`config.mk`:
```
export PLATFORM = sky130hd
export DESIGN_NAME = hdlc_packet_deframer_flat
export DESIGN_NICKNAME = d
export VERILOG_FILES = /design/src/rtl/hdlc_packet_deframer_pkg.sv /design/src/rtl/hdlc_packet_deframer_if.sv /design/src/rtl/hdlc_packet_deframer_pkt_fifo.sv /design/src/rtl/hdlc_packet_deframer.sv /design/src/flat_wrapper.sv
export SDC_FILE = /design/constraint.sdc
export NUM_CORES = 1
export LEC_CHECK = 0
export ABC_CLOCK_PERIOD_IN_PS = 8100
export CAP_MARGIN = 25
export CORE_UTILIZATION = 40
export CTS_CLUSTER_SIZE = 25
export DETAILED_ROUTE_END_ITERATION = 10
export HOLD_SLACK_MARGIN = 0.03
export MAX_ROUTING_LAYER = met4
export PLACE_DENSITY = 0.63
export SYNTH_ARGS = -nofsm -noshare
export SYNTH_HDL_FRONTEND = slang
export SYNTH_SLANG_ARGS = --single-unit
```
`constraint.sdc`:
```
create_clock -name clk -period 8.1 [get_ports clk]
set_input_delay 1.62 -clock clk [delete_from_list [all_inputs] [get_ports clk]]
set_output_delay 1.62 -clock clk [all_outputs]
set_load 0.005 [all_outputs]
```
`src/rtl/hdlc_packet_deframer_pkg.sv`:
```
// Shared constants, state type and CRC helper for the HDLC packet deframer.
// Optional CRC-8 check is enabled by defining HDLC_DEFRAMER_CRC_EN.
package hdlc_packet_deframer_pkg;

   localparam logic [7:0] HDLC_FLAG = 8'h7E;
   localparam logic [7:0] HDLC_ESC  = 8'h7D;
   localparam logic [7:0] HDLC_XOR  = 8'h20;

   typedef enum logic [2:0] {
      ST_HUNT,
      ST_DEST,
      ST_PAYLOAD,
`ifdef HDLC_DEFRAMER_CRC_EN
      ST_CRC,
`endif
      ST_TAIL
   } dfr_state_e;

`ifdef HDLC_DEFRAMER_CRC_EN
   // CRC-8, poly 0x07, MSB first: fold one byte into the running remainder.
   function automatic logic [7:0] crc8_next(input logic [7:0] crc, input logic [7:0] din);
      logic [7:0] c;
      c = crc ^ din;
      for (int i = 0; i < 8; i++) begin
         c = c[7] ? ((c << 1) ^ 8'h07) : (c << 1);
      end
      return c;
   endfunction
`endif

endpackage

```
`src/rtl/hdlc_packet_deframer_if.sv`:
```
// Byte-stream input and packet output handshake bundle of the deframer.
interface hdlc_packet_deframer_if #(
   parameter int unsigned PAYLOAD_BYTES = 4
);
   localparam int unsigned DATA_W = 8 * PAYLOAD_BYTES;

   logic [7:0]        in_byte;
   logic              in_valid;
   logic              in_ready;
   logic [7:0]        out_dest;
   logic [DATA_W-1:0] out_data;
   logic              out_valid;
   logic              out_ready;

   modport slave (
      input  in_byte, in_valid, out_ready,
      output in_ready, out_dest, out_data, out_valid
   );

   modport master (
      output in_byte, in_valid, out_ready,
      input  in_ready, out_dest, out_data, out_valid
   );
endinterface

```
`src/rtl/hdlc_packet_deframer_pkt_fifo.sv`:
```
// Parametrised-width first-word-fall-through FIFO with registered full/empty
// flags; full_nxt_c exposes the flag value that the next edge will load.
module pkt_fifo #(
   parameter int unsigned WIDTH = 8,
   parameter int unsigned DEPTH = 4
) (
   input  logic             clk,
   input  logic             rst,
   input  logic             push,
   input  logic [WIDTH-1:0] din,
   input  logic             pop,
   output logic [WIDTH-1:0] dout,
   output logic             full,
   output logic             empty,
   output logic             full_nxt_c
);
   localparam int unsigned AW = $clog2(DEPTH);
   localparam int unsigned CW = AW + 1;

   logic [WIDTH-1:0] mem_q [DEPTH];
   logic [WIDTH-1:0] mem_d [DEPTH];
   logic [AW-1:0]    wr_q, wr_d, rd_q, rd_d;
   logic [CW-1:0]    cnt_q, cnt_d;
   logic             full_q, full_d, empty_q, empty_d;
   logic             push_ok, pop_ok;

   always_comb begin
      mem_d   = mem_q;
      wr_d    = wr_q;
      rd_d    = rd_q;
      cnt_d   = cnt_q;
      push_ok = push && !full_q;
      pop_ok  = pop && !empty_q;
      if (push_ok) begin
         mem_d[wr_q] = din;
         wr_d        = wr_q + AW'(1);
      end
      if (pop_ok) begin
         rd_d = rd_q + AW'(1);
      end
      case ({push_ok, pop_ok})
         2'b10:   cnt_d = cnt_q + CW'(1);
         2'b01:   cnt_d = cnt_q - CW'(1);
         default: cnt_d = cnt_q;
      endcase
      full_d  = (cnt_d == CW'(DEPTH));
      empty_d = (cnt_d == '0);
   end

   always_ff @(posedge clk or posedge rst) begin
      if (rst) begin
         for (int i = 0; i < DEPTH; i++) mem_q[i] <= '0;
         wr_q    <= '0;
         rd_q    <= '0;
         cnt_q   <= '0;
         full_q  <= 1'b0;
         empty_q <= 1'b1;
      end else begin
         mem_q   <= mem_d;
         wr_q    <= wr_d;
         rd_q    <= rd_d;
         cnt_q   <= cnt_d;
         full_q  <= full_d;
         empty_q <= empty_d;
      end
   end

   assign dout       = mem_q[rd_q];
   assign full       = full_q;
   assign empty      = empty_q;
   assign full_nxt_c = full_d;

endmodule

```
`src/rtl/hdlc_packet_deframer.sv`:
```
// Flag-delimited, byte-stuffed stream deframer feeding a packet FIFO.
// Define HDLC_DEFRAMER_CRC_EN to expect and check a trailing CRC-8 byte.
module hdlc_packet_deframer
   import hdlc_packet_deframer_pkg::*;
#(
   parameter int unsigned PAYLOAD_BYTES = 4,
   parameter int unsigned FIFO_DEPTH    = 4
) (
   input  logic                        clk,
   input  logic                        rst,
   hdlc_packet_deframer_if.slave       bus,
   output logic                        err_len,
   output logic                        err_esc,
   output logic                        err_crc,
   output logic [15:0]                 drop_count
);
   localparam int unsigned DATA_W = 8 * PAYLOAD_BYTES;
   localparam int unsigned PKT_W  = DATA_W + 8;
   localparam int unsigned CNT_W  = (PAYLOAD_BYTES > 1) ? $clog2(PAYLOAD_BYTES) : 1;
   localparam logic [CNT_W-1:0] LAST_CNT = CNT_W'(PAYLOAD_BYTES - 1);

   dfr_state_e        state_q, state_d;
   logic              esc_q, esc_d;
   logic [CNT_W-1:0]  cnt_q, cnt_d;
   logic [7:0]        dest_q, dest_d;
   logic [DATA_W-1:0] data_q, data_d;
   logic              err_len_q, err_len_d;
   logic              err_esc_q, err_esc_d;
   logic [15:0]       drop_q, drop_d;
   logic              in_ready_q, in_ready_d;
`ifdef HDLC_DEFRAMER_CRC_EN
   logic [7:0]        crc_q, crc_d;
   logic              crc_bad_q, crc_bad_d;
   logic              err_crc_q, err_crc_d;
`endif

   logic              accept_c, is_flag_c, is_esc_c, push_c, drop_c;
   logic [7:0]        dbyte_c;
   logic [PKT_W-1:0]  fifo_dout;
   logic              fifo_full, fifo_empty, fifo_full_nxt_c;

   // Frame parser: destuffing, field extraction and error classification.
   always_comb begin
      state_d    = state_q;
      esc_d      = esc_q;
      cnt_d      = cnt_q;
      dest_d     = dest_q;
      data_d     = data_q;
      err_len_d  = 1'b0;
      err_esc_d  = 1'b0;
      drop_d     = drop_q;
      push_c     = 1'b0;
      drop_c     = 1'b0;
      in_ready_d = !fifo_full_nxt_c;
      accept_c   = bus.in_valid && in_ready_q && !fifo_full;
      is_flag_c  = (bus.in_byte == HDLC_FLAG);
      is_esc_c   = (bus.in_byte == HDLC_ESC);
      dbyte_c    = esc_q ? (bus.in_byte ^ HDLC_XOR) : bus.in_byte;
`ifdef HDLC_DEFRAMER_CRC_EN
      crc_d      = crc_q;
      crc_bad_d  = crc_bad_q;
      err_crc_d  = 1'b0;
`endif

      if (accept_c) begin
         if (state_q == ST_HUNT) begin
            esc_d = 1'b0;
            if (is_flag_c) state_d = ST_DEST;
         end else if (is_flag_c) begin
            esc_d   = 1'b0;
            state_d = ST_DEST;
            if (esc_q) begin
               err_esc_d = 1'b1;
               drop_c    = 1'b1;
            end else begin
               case (state_q)
                  ST_PAYLOAD: begin
                     err_len_d = 1'b1;
                     drop_c    = 1'b1;
                  end
`ifdef HDLC_DEFRAMER_CRC_EN
                  ST_CRC: begin
                     err_len_d = 1'b1;
                     drop_c    = 1'b1;
                  end
                  ST_TAIL: begin
                     if (crc_bad_q) begin
                        err_crc_d = 1'b1;
                        drop_c    = 1'b1;
                     end else begin
                        push_c = 1'b1;
                     end
                  end
`else
                  ST_TAIL: push_c = 1'b1;
`endif
                  default: ;
               endcase
            end
         end else if (is_esc_c && !esc_q) begin
            esc_d = 1'b1;
         end else if (is_esc_c) begin
            esc_d     = 1'b0;
            err_esc_d = 1'b1;
            drop_c    = 1'b1;
            state_d   = ST_HUNT;
         end else begin
            esc_d = 1'b0;
            case (state_q)
               ST_DEST: begin
                  dest_d  = dbyte_c;
                  cnt_d   = '0;
                  state_d = ST_PAYLOAD;
`ifdef HDLC_DEFRAMER_CRC_EN
                  crc_d   = crc8_next(8'h00, dbyte_c);
`endif
               end
               ST_PAYLOAD: begin
                  data_d = DATA_W'({data_q, dbyte_c});
`ifdef HDLC_DEFRAMER_CRC_EN
                  crc_d  = crc8_next(crc_q, dbyte_c);
`endif
                  if (cnt_q == LAST_CNT) begin
                     cnt_d = '0;
`ifdef HDLC_DEFRAMER_CRC_EN
                     state_d = ST_CRC;
`else
                     state_d = ST_TAIL;
`endif
                  end else begin
                     cnt_d = cnt_q + CNT_W'(1);
                  end
               end
`ifdef HDLC_DEFRAMER_CRC_EN
               ST_CRC: begin
                  crc_bad_d = (dbyte_c != crc_q);
                  state_d   = ST_TAIL;
               end
`endif
               ST_TAIL: begin
                  err_len_d = 1'b1;
                  drop_c    = 1'b1;
                  state_d   = ST_HUNT;
               end
               default: ;
            endcase
         end
      end

      if (drop_c && (drop_q != 16'hFFFF)) begin
         drop_d = drop_q + 16'd1;
      end
   end

   always_ff @(posedge clk or posedge rst) begin
      if (rst) begin
         state_q    <= ST_HUNT;
         esc_q      <= 1'b0;
         cnt_q      <= '0;
         dest_q     <= '0;
         data_q     <= '0;
         err_len_q  <= 1'b0;
         err_esc_q  <= 1'b0;
         drop_q     <= '0;
         in_ready_q <= 1'b0;
`ifdef HDLC_DEFRAMER_CRC_EN
         crc_q      <= '0;
         crc_bad_q  <= 1'b0;
         err_crc_q  <= 1'b0;
`endif
      end else begin
         state_q    <= state_d;
         esc_q      <= esc_d;
         cnt_q      <= cnt_d;
         dest_q     <= dest_d;
         data_q     <= data_d;
         err_len_q  <= err_len_d;
         err_esc_q  <= err_esc_d;
         drop_q     <= drop_d;
         in_ready_q <= in_ready_d;
`ifdef HDLC_DEFRAMER_CRC_EN
         crc_q      <= crc_d;
         crc_bad_q  <= crc_bad_d;
         err_crc_q  <= err_crc_d;
`endif
      end
   end

   pkt_fifo #(
      .WIDTH (PKT_W),
      .DEPTH (FIFO_DEPTH)
   ) u_fifo (
      .clk        (clk),
      .rst        (rst),
      .push       (push_c),
      .din        ({dest_q, data_q}),
      .pop        (bus.out_ready && !fifo_empty),
      .dout       (fifo_dout),
      .full       (fifo_full),
      .empty      (fifo_empty),
      .full_nxt_c (fifo_full_nxt_c)
   );

   assign bus.in_ready  = in_ready_q;
   assign bus.out_valid = !fifo_empty;
   assign bus.out_dest  = fifo_dout[PKT_W-1 -: 8];
   assign bus.out_data  = fifo_dout[DATA_W-1:0];
   assign err_len       = err_len_q;
   assign err_esc       = err_esc_q;
   assign drop_count    = drop_q;
`ifdef HDLC_DEFRAMER_CRC_EN
   assign err_crc       = err_crc_q;
`else
   assign err_crc       = 1'b0;
`endif

endmodule

```
`src/flat_wrapper.sv`:
```
// flat-port wrapper written by rule: the top's interface ports become plain ports
module hdlc_packet_deframer_flat import hdlc_packet_deframer_pkg::*;
#(
   parameter int unsigned PAYLOAD_BYTES = 4,
   parameter int unsigned FIFO_DEPTH    = 4
)
  (clk, rst, err_len, err_esc, err_crc, drop_count, bus_in_byte, bus_in_valid, bus_out_ready, bus_in_ready, bus_out_dest, bus_out_data, bus_out_valid);
  hdlc_packet_deframer_if #(.PAYLOAD_BYTES(PAYLOAD_BYTES)) bus_i ();
  input  logic clk;
  input  logic rst;
  output logic err_len;
  output logic err_esc;
  output logic err_crc;
  output logic [15:0] drop_count;
  input wire logic [$bits(bus_i.in_byte)-1:0] bus_in_byte;
  input wire logic [$bits(bus_i.in_valid)-1:0] bus_in_valid;
  input wire logic [$bits(bus_i.out_ready)-1:0] bus_out_ready;
  output wire logic [$bits(bus_i.in_ready)-1:0] bus_in_ready;
  output wire logic [$bits(bus_i.out_dest)-1:0] bus_out_dest;
  output wire logic [$bits(bus_i.out_data)-1:0] bus_out_data;
  output wire logic [$bits(bus_i.out_valid)-1:0] bus_out_valid;
  assign bus_i.in_byte = bus_in_byte;
  assign bus_i.in_valid = bus_in_valid;
  assign bus_i.out_ready = bus_out_ready;
  assign bus_in_ready = bus_i.in_ready;
  assign bus_out_dest = bus_i.out_dest;
  assign bus_out_data = bus_i.out_data;
  assign bus_out_valid = bus_i.out_valid;
  hdlc_packet_deframer #(.PAYLOAD_BYTES(PAYLOAD_BYTES), .FIFO_DEPTH(FIFO_DEPTH)) u_core (.clk(clk), .rst(rst), .bus(bus_i), .err_len(err_len), .err_esc(err_esc), .err_crc(err_crc), .drop_count(drop_count));
endmodule
```
==> flow_metrics.tcl <==
set metrics [dict create \
    routed_via_density 5.35 \
    rows 58 \
    root_buffer "clkbuf_16" \
    globalplace.congestion 0.822 \
    cts_tree "done" \
    ir_drop_mv 0.206 \
    postCtsSetupBuffers 0 \
    criticalPathCategory "flip-flop to output port" \
    cts-resized-gates 0 \
    clockPowerShare_pct 35.2 \
    portBuffers 71 \
    hold_path.class "flip-flop to flip-flop" \
    period_share_pct 54.4 \
    htreeDepth 1 \
    synthFlopType "dfrtp_1" \
    final_cells 1078 \
    drc 0 \
    max_stage_delay_ps 690 \
    finalHoldViolCount 0 \
    grt_max_degree 115 \
    clock_path_buffers 3 \
    yosysTopAreaCell "dfrtp_1" \
    utilization_pct 47.8 \
    areaGrowthSynthToFinish_pct 17.4 \
    antenna_found_initial 0 \
    dp_cells 1033 \
    rsz0062_at_grt "false" \
    path_cells "buf_4, mux4_2, clkdlybuf4s50_1" \
    cts_buffers 25 \
    start_kind "flip-flop" \
    clkSlewWorstSetupHoldPaths_ps 60 \
    dr.first_iter.drc_count 287 \
    diodes 0 \
    postSynthCellCount 658 \
    synth.net_count 683 \
    outcome "completed" \
    core_mm2 0.0252 \
    p_sw_share_pct 28.8 \
    final_cell_mix "230 x dfrtp_1, 199 x mux2_2, 71 x clkdlybuf4s50_1, 40 x mux4_2, 25 x clkbuf_16" \
    wl_um 20900 \
    cp_slowest_cell "buf_4" \
    clk_latency_ps 510 \
    grt_usage_pct 17.3 \
    cts.sinks 233 \
    maxClockFrequency_mhz 227 \
    fin_crit_ps 4410 \
    drive_gt1_share_pct 40.1 \
    comb_power_share_pct 18.0 \
    syn_avg_cell_area_um2 15.6 \
    synth_cell_type_count 42 \
    crit_buf_inv 2 \
    chipHeight_um 162 \
    routed-via-count 5765 \
    p_int_mw 2.28 \
    fin_area_mm2 0.0120 \
    fin_skew_ps 12.0 \
    endpoint_kind "output port" \
    yosysWarnings 0 \
    switching_power_uw 923 \
    grt_overflow 0 \
    synth_edf_count 0 \
    ios 73 \
    yosysSeqAreaShare_pct 56.9 \
    dr.pass1.iters 4 \
    ctsHoldBuffers 0 \
    synthArstFlopShare_pct 100 \
    initial_core_util_pct 40.7 \
    crit_required_ps 6480 \
    dp_hpwl_um 13000 \
    tns_ps 0 \
    ys_top_cells_by_area "dfrtp_1 57%, mux2_2 22%, mux4_2 8.8%, buf_6 1.8%, xnor2_1 1.6%" \
    dpl_cell_area_mm2 0.0112 \
    maxCapViolations 0 \
    power.total_mw 3.21 \
    grt_pass1_wl_um 34800 \
    wl_per_cell_um 19.4 \
    synthesis.area_mm2 0.0103 \
    crit_fanout 37 \
    worst_slew_pin_slew_ps 834 \
    ant_nets 0 \
    dieArea_mm2 0.0263 \
    p_seq_share_pct 46.8 \
    worst_path_dominant_cell_family "buffers and inverters" \
    ys_ff_latch 233 \
    grt_pass1_vias 6292 \
    dieWidth_um 162 \
    p_per_area_mw_per_mm2 266 \
    cp.arrival_ps 2790 \
    synth_top_area_share_pct 56.6 \
    final_common_cell "dfrtp_1" \
    setup_viol 0 \
    slew_violations 0 \
    leakagePower_nw 5.66 \
    nNetsFinal 756 \
    max_slew_margin_pct 44.0 \
]
cells in the mapped netlist (2+ instances only):
| library cell | n |
|---|---|
| dfrtp_1 | 232 |
| mux2_2 | 199 |
| mux4_2 | 40 |
| nand2_1 | 22 |
| xnor2_1 | 19 |
| buf_6 | 16 |
| inv_1 | 13 |
| ha_1 | 12 |
| nand4_1 | 11 |
| buf_2 | 9 |
| nor2_1 | 8 |
| nand3_1 | 7 |
| and3_1 | 6 |
| nor3_1 | 6 |
| buf_1 | 5 |
| nor2b_1 | 5 |
| o21ai_0 | 5 |
| a31oi_1 | 4 |
| clkbuf_1 | 4 |
| xor2_1 | 4 |
| and4_1 | 3 |
| a21oi_1 | 2 |
| mux2i_1 | 2 |
| nand2b_1 | 2 |
| nand3b_1 | 2 |
| o31ai_1 | 2 |
| or2_2 | 2 |
| or3_1 | 2 |
path summary, 6_finish.rpt:
check	from	to	slack (ps)	cells after the start
min	u_core.cnt_q[1]$_DFFE_PP0P_	u_core.cnt_q[1]$_DFFE_PP0P_	480	2
max in group asynchronous	rst	u_core.u_fifo.mem_q[95]$_DFFE_PP0P_	5120	3
max	u_core.u_fifo.rd_q[0]$_DFFE_PP0P_	bus_out_data[15]	3690	3
min reg2reg	u_core.cnt_q[1]$_DFFE_PP0P_	u_core.cnt_q[1]$_DFFE_PP0P_	480	2
max reg2reg	u_core.state_q[0]$_DFFE_PP0P_	u_core.bus.in_ready$_DFF_PP0_	4730	13
min in group asynchronous	rst	u_core.u_fifo.mem_q[72]$_DFFE_PP0P_	1670	2
state kept, by name (all words and copies together), names as in the netlist:
name / count
u_core.bus.in_ready: 1
u_core.state_q: 2
u_core.u_fifo.empty: 1
u_core.data_q: 32
u_core.u_fifo.full: 1
u_core.u_fifo.mem_q: 160
u_core.esc_q: 1
u_core.drop_count: 16
u_core.u_fifo.cnt_q: 3
u_core.dest_q: 8
u_core.err_len: 1
u_core.err_esc: 1
u_core.cnt_q: 2
u_core.u_fifo.rd_q: 2
u_core.u_fifo.wr_q: 2
layer usage:
metal	part of all wire, %	GRT usage [%]	vias up
met3	3.2	2.86	26
met4	1.4	3.39	0
met1	46	23.5	3080
met2	49	27.7	118
li1	-	-	2541
met5	0	-	-
cell families after synthesis:
family	count (synthesis)	synth area share [%]
adders and majority gates	13	1.66
and+or+nand+nor	81	4.38
DFF	233	56.9
muxes	241	30.8
AOI/OAI and AO/OA	18	1.16
other	1	0.0366
xor gates and xnor gates	23	1.96
buffers and inverters	48	3.08
power by group through the flow:
stage          sequential, mW  combinational, mW  clock (mW)
6_report                 1.50              0.578        1.13
4_1_cts                  1.50              0.589        1.16
3_3_place_gp             1.51              0.573           0
3_5_place_dp             1.52              0.587           0
5_1_grt                  1.53              0.642        1.21
2_1_floorplan            1.43              0.459           0
layout make-up:
cell class | instances | area [µm²]
multi-input combinational | 377 | 4120
clock inverter | 5 | 52.6
sequential | 233 | 5830
timing repair buffer | 81 | 786
fill | 2169 | 13100
tap | 330 | 413
inverter | 13 | 56.3
clock buffer | 39 | 778
metrics by stage:
stage | hold WS, ps | worst slack, ps
floorplan | 446 | 92.0
global placement | 460 | 3620
detailed placement | 478 | 3520
CTS | 492 | 3600
global route | 507 | 3470
finish | 484 | 3690
worst reg2reg max path: stages, from the launching register on:
cell and delay (ps):
dfrtp_1 410, inv_1 100, ha_1 280, nand4bb_1 380, or3_1 510, or3_1 370, ha_1 230, inv_1 80
fa_1 180, xor2_1 160, nor2_1 70, xor2_1 250, nor2b_1 210, inv_1 50
(Power assumes the default switching activity.)
